==> src/rtl/uart_tx_sched.sv <==
// -----------------------------------------------------------------------------
// uart_tx_sched
//   Round-robin transmit scheduler: up to 8 byte requesters share one serial
//   TX line. Grants one requester at a time and sends its byte as an 8N1
//   frame (start bit, 8 data bits LSB first, stop bit). Each bit lasts one
//   period of the baud generator tick.
//
// Ports
//   clk        system clock
//   rstb       asynchronous active-low reset
//   tx_clk_en  one-cycle bit-period tick from the baud generator
//   req        per-requester byte-valid
//   data       flattened bytes, requester i on bits [8i+7:8i]
//   ack        one-cycle pulse: the byte of that requester has been captured
//   gnt_id     index of the requester currently or last granted
//   busy       a frame is pending or in progress
//   txd        serial output, idle high
// -----------------------------------------------------------------------------
module uart_tx_sched #(
  parameter int NUM_REQ = 4
) (
  input  logic                 clk,
  input  logic                 rstb,
  input  logic                 tx_clk_en,
  input  logic [NUM_REQ-1:0]   req,
  input  logic [NUM_REQ*8-1:0] data,
  output logic [NUM_REQ-1:0]   ack,
  output logic [2:0]           gnt_id,
  output logic                 busy,
  output logic                 txd
);

  typedef enum logic [2:0] {
    IDLE,
    LOAD,
    START,
    DATA,
    STOP
  } state_t;

  state_t      state;
  logic [2:0]  last;
  logic [2:0]  bitcnt;
  logic [7:0]  shreg;

  // Requests and bytes widened to the 8-requester maximum so the 3-bit
  // arbitration index can address them directly for any legal NUM_REQ.
  logic [7:0]  req_ext;
  logic [63:0] data_ext;
  logic [2:0]  sel;
  logic [2:0]  cand;
  logic        found;
  logic [7:0]  byte_sel;

  assign req_ext  = 8'(req);
  assign data_ext = 64'(data);
  assign byte_sel = data_ext[{sel, 3'b000} +: 8];

  // Round-robin search: first requester after the last winner, wrapping
  // modulo NUM_REQ. The last winner itself is checked last.
  always_comb begin
    // NOTE: every variable gets a default before the loop so no path leaves
    // it unassigned, which would otherwise infer a latch.
    sel   = last;
    cand  = '0;
    found = 1'b0;
    for (int k = 1; k <= NUM_REQ; k++) begin
      cand = 3'((int'(last) + k) % NUM_REQ);
      if (!found && req_ext[cand]) begin
        sel   = cand;
        found = 1'b1;
      end
    end
  end

  always_ff @(posedge clk or negedge rstb) begin
    if (!rstb) begin
      state  <= IDLE;
      txd    <= 1'b1;
      ack    <= '0;
      busy   <= 1'b0;
      gnt_id <= '0;
      last   <= 3'(NUM_REQ - 1);
      bitcnt <= '0;
      shreg  <= '0;
    end else begin
      // NOTE: non-blocking assignments throughout, so every branch reads the
      // pre-edge register values regardless of statement order.
      ack <= '0;  // ack is a single-cycle pulse unless set below
      case (state)
        IDLE: begin
          txd <= 1'b1;
          // Ticks are ignored here; only a request moves the block on.
          if (|req) begin
            shreg  <= byte_sel;
            gnt_id <= sel;
            ack    <= NUM_REQ'(8'd1 << sel);
            last   <= sel;
            busy   <= 1'b1;
            state  <= LOAD;
          end
        end
        LOAD: begin
          // The tick on the arbitration edge was seen in IDLE, so the start
          // bit always waits for the next tick.
          if (tx_clk_en) begin
            txd   <= 1'b0;
            state <= START;
          end
        end
        START: begin
          if (tx_clk_en) begin
            txd    <= shreg[0];
            shreg  <= {1'b0, shreg[7:1]};
            bitcnt <= '0;
            state  <= DATA;
          end
        end
        DATA: begin
          if (tx_clk_en) begin
            if (bitcnt == 3'd7) begin
              txd   <= 1'b1;
              state <= STOP;
            end else begin
              txd    <= shreg[0];
              shreg  <= {1'b0, shreg[7:1]};
              bitcnt <= bitcnt + 3'd1;
            end
          end
        end
        STOP: begin
          if (tx_clk_en) begin
            busy  <= 1'b0;
            state <= IDLE;
          end
        end
        default: begin
          txd   <= 1'b1;
          busy  <= 1'b0;
          state <= IDLE;
        end
      endcase
    end
  end

endmodule

==> config.mk <==
export PLATFORM = sky130hd
export DESIGN_NAME = uart_tx_sched
export DESIGN_NICKNAME = d
export VERILOG_FILES = /design/src/rtl/uart_tx_sched.sv
export SDC_FILE = /design/constraint.sdc
export NUM_CORES = 1
export LEC_CHECK = 0
export ABC_AREA = 1
export ABC_CLOCK_PERIOD_IN_PS = 2200
export BUFFER_PORTS_ARGS = -buffer_cell sky130_fd_sc_hd__buf_4
export CORE_MARGIN = 2
export CORE_UTILIZATION = 40
export CTS_CLUSTER_DIAMETER = 150
export DETAILED_ROUTE_END_ITERATION = 8
export GPL_TIMING_DRIVEN = 0
export PLACE_DENSITY = 0.61
export SETUP_SLACK_MARGIN = 0.5
export SYNTH_ARGS = -nofsm -noshare
export SYNTH_HDL_FRONTEND = slang
export SYNTH_SLANG_ARGS = --single-unit
==> constraint.sdc <==
create_clock -name clk -period 2.2 [get_ports clk]
set_clock_uncertainty 0.15 [all_clocks]
set_input_delay 0.44 -clock clk [delete_from_list [all_inputs] [get_ports clk]]
set_output_delay 0.44 -clock clk [all_outputs]
set_load 0.02 [all_outputs]
==> impl_metrics.py <==
metrics = {
    "finish": {
        "seq_area_um2": 631,
        "multi_input_area_um2": 1170,
        "syn2layout_area_growth_pct": 43.6,
        "drive_above_1_share_pct": 43.4,
        "postLayoutCoreUtil_pct": 59.3,
        "stdcell_area_um2": 2560,
        "fin_nets": 360,
        "fillers": 414,
        "antenna_cells": 0,
    },
    "critical_path": {
        "crit_slowest_cell": "dfstp_2",
        "path_class": "flip-flop to flip-flop",
        "cp-end-kind": "flip-flop",
        "ff2ff_setup_slack_ns": 0.13,
        "worst_path_dominant_cell_family": "simple AND/OR/NAND/NOR gates",
        "cp_cell_sequence": "buf_12, inv_12, nand2_2, nand3_2, nand2_4, nand2_4, nand2_4, nand2_4, nand2_4, buf_8, nand2_2, nand3_1, nand3_1, a21oi_2",
        "cp_num_buf_inv": 3,
        "timing.rr.start": "last[0]",
        "regToRegEndpoint": "shreg[1]",
        "worstPathArrival_ns": 2.12,
        "worstPathRequired_ns": 2.25,
        "reg2regPathDepth": 14,
        "slowest_delay_ns": 0.55,
        "start_kind": "flip-flop",
        "path_max_fanout": 10,
        "cp_common_cell": "nand2_4",
    },
    "yosys": {
        "synthTopCellsByArea": "dfrtp_1, nand2_1, nand3_1, nand2_2, nor2_1",
        "synth.distinct_cells": 29,
        "yosys.area.top_type": "dfrtp_1",
        "synth.most_common_cell": "nand2_1",
        "seq_area_frac_synth_pct": 35.2,
        "synthArstFlopShare_pct": 100,
        "yosys_warnings": 0,
        "synth-seq-cells": 25,
        "syn_area_um2": 1790,
        "synth.top_cell.area_share_pct": 30.8,
        "yosys_most_used_dff": "dfrtp_1",
        "syn_inst": 249,
        "avgSynthCellArea_um2": 7.18,
        "synth_edf_count": 0,
        "netlist_top_cells_count": "nand2_1, nand3_1, nor2_1",
        "synth_nets": 290,
    },
    "worst_hold_path": {
        "holdPathStages": 2,
        "holdCritStartpoint": "tx_clk_en",
        "min_path_type": "input port to flip-flop",
        "hold_path_end": "state[2]",
    },
    "grt": {
        "grt_pass1_wl_mm": 7.73,
        "grt_overflow": 0,
        "grt_max_degree": 26,
        "antenna_found_initial": 0,
        "track_usage_pct": 18.9,
        "grt_pass1_vias": 1727,
    },
    "detailed_routing": {
        "wl_met3_um": 108,
        "dr_wl_met2_mm": 2.25,
        "drc": 0,
        "drt_first_pass_iters": 4,
        "via_per_inst": 4.94,
        "wl_met1_mm": 2.20,
        "ant_nets": 0,
        "detail_route.wl_per_cell_um": 12.4,
        "vias": 1826,
        "drt_iter0_drc": 73,
        "routed_wl_mm": 4.60,
        "dr.max_layer_used": "met4",
    },
    "sta": {
        "tightest_slew_ns": 0.315,
        "finalSetupViolCount": 0,
        "maxSlewHeadroom_pct": 79.0,
        "tns_ns": 0,
        "post-route-min-period_ns": 2.07,
        "report.final.hold_viol_count": 0,
        "finalCritPeriodShare_pct": 94.2,
        "fin_hold_ws_ns": 0.240,
        "fmax_mhz": 482,
        "grt_setup_unrepaired": "yes",
        "final_max_slew_viol_count": 0,
    },
    "floorplan": {
        "ios": 48,
        "die_y_um": 70.8,
        "die_area_um2": 5020,
        "rows": 24,
        "core_um2": 4320,
        "die-width_um": 70.8,
        "start_util_pct": 41.3,
    },
    "clock_tree": {
        "htreeDepth": 1,
        "ctsRootBufferMaster": "clkbuf_8",
        "cts_made_buffers": 3,
        "cts_buffer_depth": 2,
        "clock_sinks": 25,
        "clkTransAtPathRegs_ns": 0.09,
        "tritoncts": "done",
        "clk-insertion-delay-late_ns": 0.27,
    },
    "placed_design": {
        "hpwl_mm": 3.44,
        "placed_cell_area_um2": 2320,
        "globalplace.congestion": 0.826,
        "port_buffers": 47,
    },
    "run_status": {
        "outcome": "complete, no violations",
    },
    "power_and_ir_drop": {
        "p_total_mw": 4.72,
        "power.leakage_nw": 1.36,
        "irDropWorstVdd_v": 0.000968,
        "powerDensity_nw_per_um2": 1840,
    },
    "run": {
        "cap_violations": 0,
    },
}
[cells in the final DEF (no fill, tap or decap), types with 3 or more instances in the layout]
| cell | instances |
|---|---|
| nand3_2 | 8 |
| dfrtp_1 | 21 |
| nand2_1 | 56 |
| clkbuf_8 | 3 |
| inv_1 | 23 |
| nand2_2 | 17 |
| o21ai_0 | 4 |
| a21oi_1 | 12 |
| nand3_1 | 30 |
| a21oi_2 | 5 |
| buf_4 | 63 |
| nor2_4 | 3 |
| nand2_4 | 17 |
| inv_2 | 3 |
| dfstp_2 | 3 |
| nor2_1 | 21 |
[kinds of logic (layout without fill, tap and decap cells)]
logic type | Yosys count | in the layout | share of synthesized area, %
AO/OA/AOI/OAI | 32 | 32 | 11.5
flip-flops | 25 | 25 | 35.2
buffers and inverters | 32 | 100 | 9.17
adder cells (fa/ha/maj) | 2 | 2 | 1.40
AND/OR/NAND/NOR | 158 | 159 | 42.7
[layer usage]
metal / up-vias / track usage, %
li1: 950 / -
met4: 0 / 4.40
met3: 6 / 1.42
met1: 834 / 26.7
met5: - / 0
met2: 36 / 31.6
[where the power goes]
part	total, mW	switching (mW)	internal (mW)
clock network	0.270	0.144	0.127
logic	3.62	2.16	1.46
registers	0.835	0.141	0.694
total	4.72	2.44	2.28
[worst max-delay path by stage]
stage	depth (start not counted)	slack, ns	startpoint	end
5_1_grt	14	0.01	last[0]	shreg[1]
2_1_floorplan	15	0.27	last[0]	shreg[2]
3_3_place_gp	13	0.08	last[1]	shreg[1]
3_5_place_dp	13	0.09	last[1]	shreg[1]
6_report	14	0.13	last[0]	shreg[1]
4_1_cts	14	0.12	last[0]	shreg[1]
[worst register-to-register path, cell delays in order, from the launching register on]
cell	delay, ns
dfstp_2	0.55
buf_12	0.14
inv_12	0.06
nand2_2	0.06
nand3_2	0.08
nand2_4	0.12
nand2_4	0.09
nand2_4	0.09
nand2_4	0.09
nand2_4	0.08
buf_8	0.14
nand2_2	0.05
nand3_1	0.07
nand3_1	0.10
a21oi_2	0.13
[through the flow]
stage          instances  setup WS, ns
2_1_floorplan        249         0.268
6_report             370         0.127
4_1_cts              362         0.115
3_3_place_gp         348        0.0807
3_5_place_dp         348        0.0913
5_1_grt              370        0.0105
[sequential cells by signal, summed over array words and instances (netlist names)]
signal,count
shreg,8
busy,1
bitcnt,3
last,2
state,3
gnt_id,3
txd,1
ack,4
[what timing repair did]
item                                    CTS  global route
hold endpoints to repair                 22             0
cloned                                    1             0
pin swaps                                 3             2
gates resized for setup                   8            12
setup buffers                             8             8
hold buffers                              1             0
endpoints found under the setup margin   20            23
[layout make-up]
cell class | instances | share of cell area, %
timing repair buffer | 64 | 18.8
sequential | 25 | 24.6
inverter | 28 | 4.78
multi-input combinational | 193 | 45.5
clock buffer | 3 | 1.61
clock inverter | 1 | 0.195
buffer | 4 | 2.00
tap | 52 | 2.54
Power figures use the tool's default switching activity.
